<file path="config.mk">
export PLATFORM = sky130hd
export DESIGN_NAME = vmicro16_branch_unit
export DESIGN_NICKNAME = d
export VERILOG_FILES = /design/src/rtl/vmicro16_branch_unit.sv
export SDC_FILE = /design/constraint.sdc
export NUM_CORES = 1
export LEC_CHECK = 0
export ABC_AREA = 1
export CORE_UTILIZATION = 50
export CTS_CLUSTER_SIZE = 16
export DETAILED_ROUTE_END_ITERATION = 16
export PLACE_DENSITY = 0.85
export SYNTH_ARGS = -nofsm -noshare
export SYNTH_HDL_FRONTEND = slang
export SYNTH_SLANG_ARGS = --single-unit
</file>
<file path="constraint.sdc">
create_clock -name clk -period 1.7 [get_ports clk]
set_input_delay 0.425 -clock clk [delete_from_list [all_inputs] [get_ports clk]]
set_output_delay 0.425 -clock clk [all_outputs]
set_load 0.05 [all_outputs]
</file>
<file path="src/rtl/vmicro16_branch_unit.sv">
// NZCV flags holder and branch resolver: redirect valid one cycle after the branch resolves (accept, or pending drop while waiting).
// br_ready is high only in IDLE; a redirect is held stable until fetch acks it.
module vmicro16_branch_unit #(
    parameter int DATA_WIDTH  = 16,
    parameter int FLAGS_WIDTH = 4,
    parameter int COND_WIDTH  = 8
) (
    input  logic                   clk,
    input  logic                   reset,
    input  logic                   flags_we,
    input  logic [FLAGS_WIDTH-1:0] flags_in,
    input  logic                   flags_pending,
    input  logic                   br_valid,
    output logic                   br_ready,
    input  logic [COND_WIDTH-1:0]  br_cond,
    input  logic [DATA_WIDTH-1:0]  br_target,
    input  logic [DATA_WIDTH-1:0]  br_pc_next,
    output logic [FLAGS_WIDTH-1:0] flags,
    output logic                   redir_valid,
    output logic [DATA_WIDTH-1:0]  redir_pc,
    output logic                   redir_taken,
    input  logic                   redir_ack,
    output logic                   flush
);

    // Condition encodings shared with the ALU SETC operation.
    localparam logic [COND_WIDTH-1:0] BR_U  = COND_WIDTH'(8'h00);
    localparam logic [COND_WIDTH-1:0] BR_E  = COND_WIDTH'(8'h01);
    localparam logic [COND_WIDTH-1:0] BR_NE = COND_WIDTH'(8'h02);
    localparam logic [COND_WIDTH-1:0] BR_G  = COND_WIDTH'(8'h03);
    localparam logic [COND_WIDTH-1:0] BR_L  = COND_WIDTH'(8'h05);

    typedef enum logic [1:0] {
        S_IDLE  = 2'd0,
        S_WAIT  = 2'd1,
        S_ISSUE = 2'd2
    } state_t;

    state_t                 state_q, state_d;
    logic [FLAGS_WIDTH-1:0] flags_q;
    logic [COND_WIDTH-1:0]  cond_q, cond_d;
    logic [DATA_WIDTH-1:0]  target_q, target_d;
    logic [DATA_WIDTH-1:0]  pcn_q, pcn_d;
    logic [DATA_WIDTH-1:0]  redir_pc_q, redir_pc_d;
    logic                   redir_taken_q, redir_taken_d;
    logic                   flush_q, flush_d;

    logic                   eff_n, eff_z, eff_v;
    logic [COND_WIDTH-1:0]  sel_cond;
    logic [DATA_WIDTH-1:0]  sel_target, sel_pcn;
    logic                   taken_c;

    function automatic logic cond_eval(input logic [COND_WIDTH-1:0] c,
                                       input logic n, input logic z, input logic v);
        logic r;
        r = 1'b0;
        case (c)
            BR_U:    r = 1'b1;
            BR_E:    r = z;
            BR_NE:   r = !z;
            BR_G:    r = !z && (n == v);
            BR_L:    r = z || (n != v);
            default: r = 1'b0;
        endcase
        return r;
    endfunction

    // A flag write in the resolving cycle is bypassed so the branch sees it.
    assign eff_n = flags_we ? flags_in[3] : flags_q[3];
    assign eff_z = flags_we ? flags_in[2] : flags_q[2];
    assign eff_v = flags_we ? flags_in[0] : flags_q[0];

    assign sel_cond   = (state_q == S_WAIT) ? cond_q   : br_cond;
    assign sel_target = (state_q == S_WAIT) ? target_q : br_target;
    assign sel_pcn    = (state_q == S_WAIT) ? pcn_q    : br_pc_next;
    assign taken_c    = cond_eval(sel_cond, eff_n, eff_z, eff_v);

    always_comb begin
        state_d       = state_q;
        cond_d        = cond_q;
        target_d      = target_q;
        pcn_d         = pcn_q;
        redir_pc_d    = redir_pc_q;
        redir_taken_d = redir_taken_q;
        flush_d       = 1'b0;
        case (state_q)
            S_IDLE: begin
                if (br_valid) begin
                    cond_d   = br_cond;
                    target_d = br_target;
                    pcn_d    = br_pc_next;
                    if (!flags_pending || br_cond == BR_U) begin
                        state_d       = S_ISSUE;
                        redir_taken_d = taken_c;
                        redir_pc_d    = taken_c ? sel_target : sel_pcn;
                        flush_d       = taken_c;
                    end else begin
                        state_d = S_WAIT;
                    end
                end
            end
            S_WAIT: begin
                if (!flags_pending) begin
                    state_d       = S_ISSUE;
                    redir_taken_d = taken_c;
                    redir_pc_d    = taken_c ? sel_target : sel_pcn;
                    flush_d       = taken_c;
                end
            end
            S_ISSUE: begin
                if (redir_ack) begin
                    state_d = S_IDLE;
                end
            end
            default: state_d = S_IDLE;
        endcase
    end

    always_ff @(posedge clk) begin
        if (reset) begin
            state_q       <= S_IDLE;
            flags_q       <= '0;
            cond_q        <= '0;
            target_q      <= '0;
            pcn_q         <= '0;
            redir_pc_q    <= '0;
            redir_taken_q <= 1'b0;
            flush_q       <= 1'b0;
        end else begin
            state_q       <= state_d;
            cond_q        <= cond_d;
            target_q      <= target_d;
            pcn_q         <= pcn_d;
            redir_pc_q    <= redir_pc_d;
            redir_taken_q <= redir_taken_d;
            flush_q       <= flush_d;
            if (flags_we) begin
                flags_q <= flags_in;
            end
        end
    end

    assign br_ready    = (state_q == S_IDLE);
    assign redir_valid = (state_q == S_ISSUE);
    assign redir_pc    = redir_pc_q;
    assign redir_taken = redir_taken_q;
    assign flush       = flush_q;
    assign flags       = flags_q;

endmodule

</file>
==> load_flow_metrics.sql <==
INSERT INTO impl_metrics (metric_group, metric, value, unit) VALUES
('setup_path', 'worst_r2r_startpoint', 'state_q[0]', ''),
('clock_tree', 'clock_insertion_delay_worst_skew', '0.37', 'ns'),
('status', 'status', 'finished, violations left', ''),
('place', 'dp_worst_setup_slack', '-0.483', 'ns'),
('setup_path', 'crit_path_cell_count', '11', ''),
('synth', 'netlist.top_cell.by_area', 'sky130_fd_sc_hd__dfxtp_1', ''),
('drt', 'post_drt_via_cell_ratio', '5.76', ''),
('drt', 'drt_wl_cell', '16.8', 'um'),
('setup_path', 'cp.required', '2.02', 'ns'),
('die', 'io_pins', '74', ''),
('synth', 'post_synth_num_cell_types', '25', ''),
('setup_path', 'max_stage_delay', '0.41', 'ns'),
('final_layout', 'final.fill_count', '371', ''),
('place', 'placed_cell_count', '657', ''),
('place', 'dp_hpwl', '6.31', 'mm'),
('synth', 'synthTopCellsByArea', 'sky130_fd_sc_hd__dfxtp_1, sky130_fd_sc_hd__nand2_1, sky130_fd_sc_hd__nor2_1', ''),
('synth', 'synthMostInstantiatedCell', 'sky130_fd_sc_hd__nand2_1', ''),
('sta', 'setup_repair_after_global_routing_missed_its_margin', 'true', ''),
('sta', 'timing.final.crit_period', '1.81', 'ns'),
('die', 'placement_rows', '28', ''),
('sta', 'setup_failing_eps_final', '20', ''),
('setup_path', 'path_delay_family', 'simple AND/OR/NAND/NOR gates', ''),
('setup_path', 'worst_r2r_endpoint', 'redir_pc[12]', ''),
('sta', 'max_clock_freq', '0.553', 'GHz'),
('setup_path', 'critical_path.n_buffers_inverters', '3', ''),
('synth', 'synth_cells', '508', ''),
('clock_tree', 'cts.sink_count', '64', ''),
('setup_path', 'critPathMostFrequentCell', 'sky130_fd_sc_hd__nand3_2', ''),
('pwr', 'net_switching_share_of_the_total_power', '38.2', '%'),
('die', 'die_height', '81.8', 'um'),
('setup_path', 'critical-path-slowest-cell', 'sky130_fd_sc_hd__dfxtp_4', ''),
('grt', 'largest_net_degree_at_the_start_of_global_routing', '38', ''),
('sta', 'tightestPinTransition', '0.400', 'ns'),
('final_layout', 'fin_area', '4830', 'sq um'),
('pwr', 'internal-power', '3.16', 'mW'),
('synth', 'proportion_of_synthesized_chip_area_in_sequential_cells', '40.3', '%'),
('clock_tree', 'postCtsHoldBufs', '0', ''),
('setup_path', 'setup.worst_path.start_class', 'flip-flop', ''),
('status', 'violated_checks', 'setup timing', ''),
('die', 'core_region_area', '6030', 'sq um'),
('clock_tree', 'h-tree-depth', '3', ''),
('pwr', 'pwr-share-seq', '35.6', '%'),
('synth', 'syn-cell-area', '3180', 'sq um'),
('drt', 'drt_wl_total', '11.6', 'mm'),
('place', 'numPortBuffers', '73', ''),
('pwr', 'clockPowerShare', '27.3', '%'),
('synth', 'dominantRegCellSynth', 'sky130_fd_sc_hd__dfxtp_1', ''),
('drt', 'router_iterations_before_antenna_repair', '5', ''),
('drt', 'antenna_violating_nets_post_route', '0', ''),
('setup_path', 'slack_of_the_worst_reg_to_reg_path', '-0.11', 'ns'),
('clock_tree', 'cts_root_buf', 'sky130_fd_sc_hd__clkbuf_8', ''),
('pwr', 'pleak', '2.40', 'nW'),
('synth', 'synthDominantCellAreaShare', '40.3', '%'),
('min_path', 'min_from', 'br_cond[5]', ''),
('drt', 'detail_route.drc_violations', '0', ''),
('synth', 'ys_seq_elements', '64', ''),
('die', 'die_outline_width', '81.8', 'um'),
('synth', 'synth-warning-count', '0', ''),
('sta', 'post-route-worst-setup-slack', '-0.109', 'ns'),
('place', 'postPlaceCellArea', '4110', 'sq um'),
('sta', 'worst_clock_skew', '0.0169', 'ns'),
('final_layout', 'layout.area.seq', '1290', 'sq um'),
('synth', 'synth_edf_count', '0', ''),
('setup_path', 'worstPathCellList', 'inv_4, nor2_4, nand3_2, nand2_2, nand3b_4, nor2_8, clkbuf_16, nand3_2, nand3_1, nand2_1, inv_1', ''),
('grt', 'number_of_antenna_violations_at_the_first_check_in_global_routing', '0', ''),
('grt', 'first_global_vias', '3111', ''),
('grt', 'grt_use_total', '28.5', '%'),
('setup_path', 'ff2ff_path_depth', '11', ''),
('pwr', 'net_switching_component_of_the_power', '1.95', 'mW'),
('clock_tree', 'cts-buffers-inserted', '9', ''),
('sta', 'report.final.hold_viol_count', '0', '');
per-layer routing:
metal	global-route usage (%)	vias to the layer above	wire length, um	part of all wire [%]
met5	0	-	0	0
li1	-	1779	-	-
met2	45.4	298	5510	48
met1	38.1	1810	4380	38
met4	10.0	0	538	4.6
met3	5.78	79	1160	10
repair_timing:
item,CTS,global route
setup endpoints to repair,19,30
gates resized for setup,8,79
pin swaps,0,30
gates cloned,0,7
setup buffers,0,9
layout make-up:
cell class | count | share of cell area (%)
Clock inverter | 6 | 1.40
Tap cell | 75 | 1.94
Multi-Input combinational cell | 380 | 39.3
Clock buffer | 10 | 2.85
Sequential cell | 64 | 26.7
Inverter | 38 | 3.16
Timing Repair Buffer | 116 | 24.7
worst reg2reg max path, cell delays in order (launching register included):
cell and delay [ns]:
sky130_fd_sc_hd__dfxtp_4 0.41, sky130_fd_sc_hd__inv_4 0.05, sky130_fd_sc_hd__nor2_4 0.19, sky130_fd_sc_hd__nand3_2 0.11, sky130_fd_sc_hd__nand2_2 0.13, sky130_fd_sc_hd__nand3b_4 0.11, sky130_fd_sc_hd__nor2_8 0.24, sky130_fd_sc_hd__clkbuf_16 0.21
sky130_fd_sc_hd__nand3_2 0.09, sky130_fd_sc_hd__nand3_1 0.10, sky130_fd_sc_hd__nand2_1 0.07, sky130_fd_sc_hd__inv_1 0.06
state kept, by name, indices dropped and copies added (netlist names):
| register | flops |
|---|---|
| cond_q | 8 |
| flags | 4 |
| flush | 1 |
| pcn_q | 16 |
| redir_pc | 16 |
| redir_taken | 1 |
| state_q | 2 |
| target_q | 16 |
cell usage in the layout (no fill, tap or decap), types with 2 or more instances in the layout:
cell type and instances:
sky130_fd_sc_hd__a21oi_1 7, sky130_fd_sc_hd__buf_12 6, sky130_fd_sc_hd__buf_4 53, sky130_fd_sc_hd__buf_6 2
sky130_fd_sc_hd__clkbuf_16 5, sky130_fd_sc_hd__clkbuf_8 10, sky130_fd_sc_hd__clkdlybuf4s50_1 39, sky130_fd_sc_hd__clkinv_4 2
sky130_fd_sc_hd__clkinvlp_4 2, sky130_fd_sc_hd__dfxtp_1 62, sky130_fd_sc_hd__dfxtp_4 2, sky130_fd_sc_hd__dlymetal6s2s_1 9
sky130_fd_sc_hd__inv_1 29, sky130_fd_sc_hd__inv_2 5, sky130_fd_sc_hd__inv_4 2, sky130_fd_sc_hd__nand2_1 142
sky130_fd_sc_hd__nand2_2 12, sky130_fd_sc_hd__nand2_4 2, sky130_fd_sc_hd__nand2_8 2, sky130_fd_sc_hd__nand3_1 7
sky130_fd_sc_hd__nand3_2 31, sky130_fd_sc_hd__nand3_4 2, sky130_fd_sc_hd__nor2_1 106, sky130_fd_sc_hd__nor2_2 10
sky130_fd_sc_hd__nor2_4 2, sky130_fd_sc_hd__o21ai_0 47
power by group through the flow:
stage	sequential [mW]	clock (mW)	combinational [mW]
after floorplan	2.08	0	0.679
after detailed placement	1.83	0	1.50
after CTS	1.80	1.37	1.52
final	1.82	1.39	1.90
after global routing	1.84	1.46	2.01
after global placement	1.83	0	1.47
stage by stage:
stage          utilization [%]  total power [mW]  setup TNS, ns  hold WS [ns]
6_report                  80.2              5.11          -1.22         0.361
2_1_floorplan                -              2.76              0         0.425
3_5_place_dp              68.2              3.33         -12.58         0.436
4_1_cts                   71.8              4.69              0         0.452
3_3_place_gp              68.2              3.30         -11.76         0.432
5_1_grt                   80.2              5.31          -2.36         0.377
kinds of logic (layout without fill, tap and decap cells):
logic type | Yosys count | in the layout | share of synthesized area [%]
AO/OA/AOI/OAI | 58 | 58 | 9.32
buffers and inverters | 65 | 170 | 8.65
flip-flops | 64 | 64 | 40.3
AND/OR/NAND/NOR | 321 | 322 | 41.7
how the worst min path moves through the flow:
stage	endpoint	slack, ns
after floorplan	pcn_q[15]	0.42
after global placement	pcn_q[15]	0.43
after detailed placement	pcn_q[15]	0.44
after CTS	target_q[15]	0.45
after global routing	cond_q[4]	0.38
final	cond_q[5]	0.36
(Power assumes the default switching activity.)
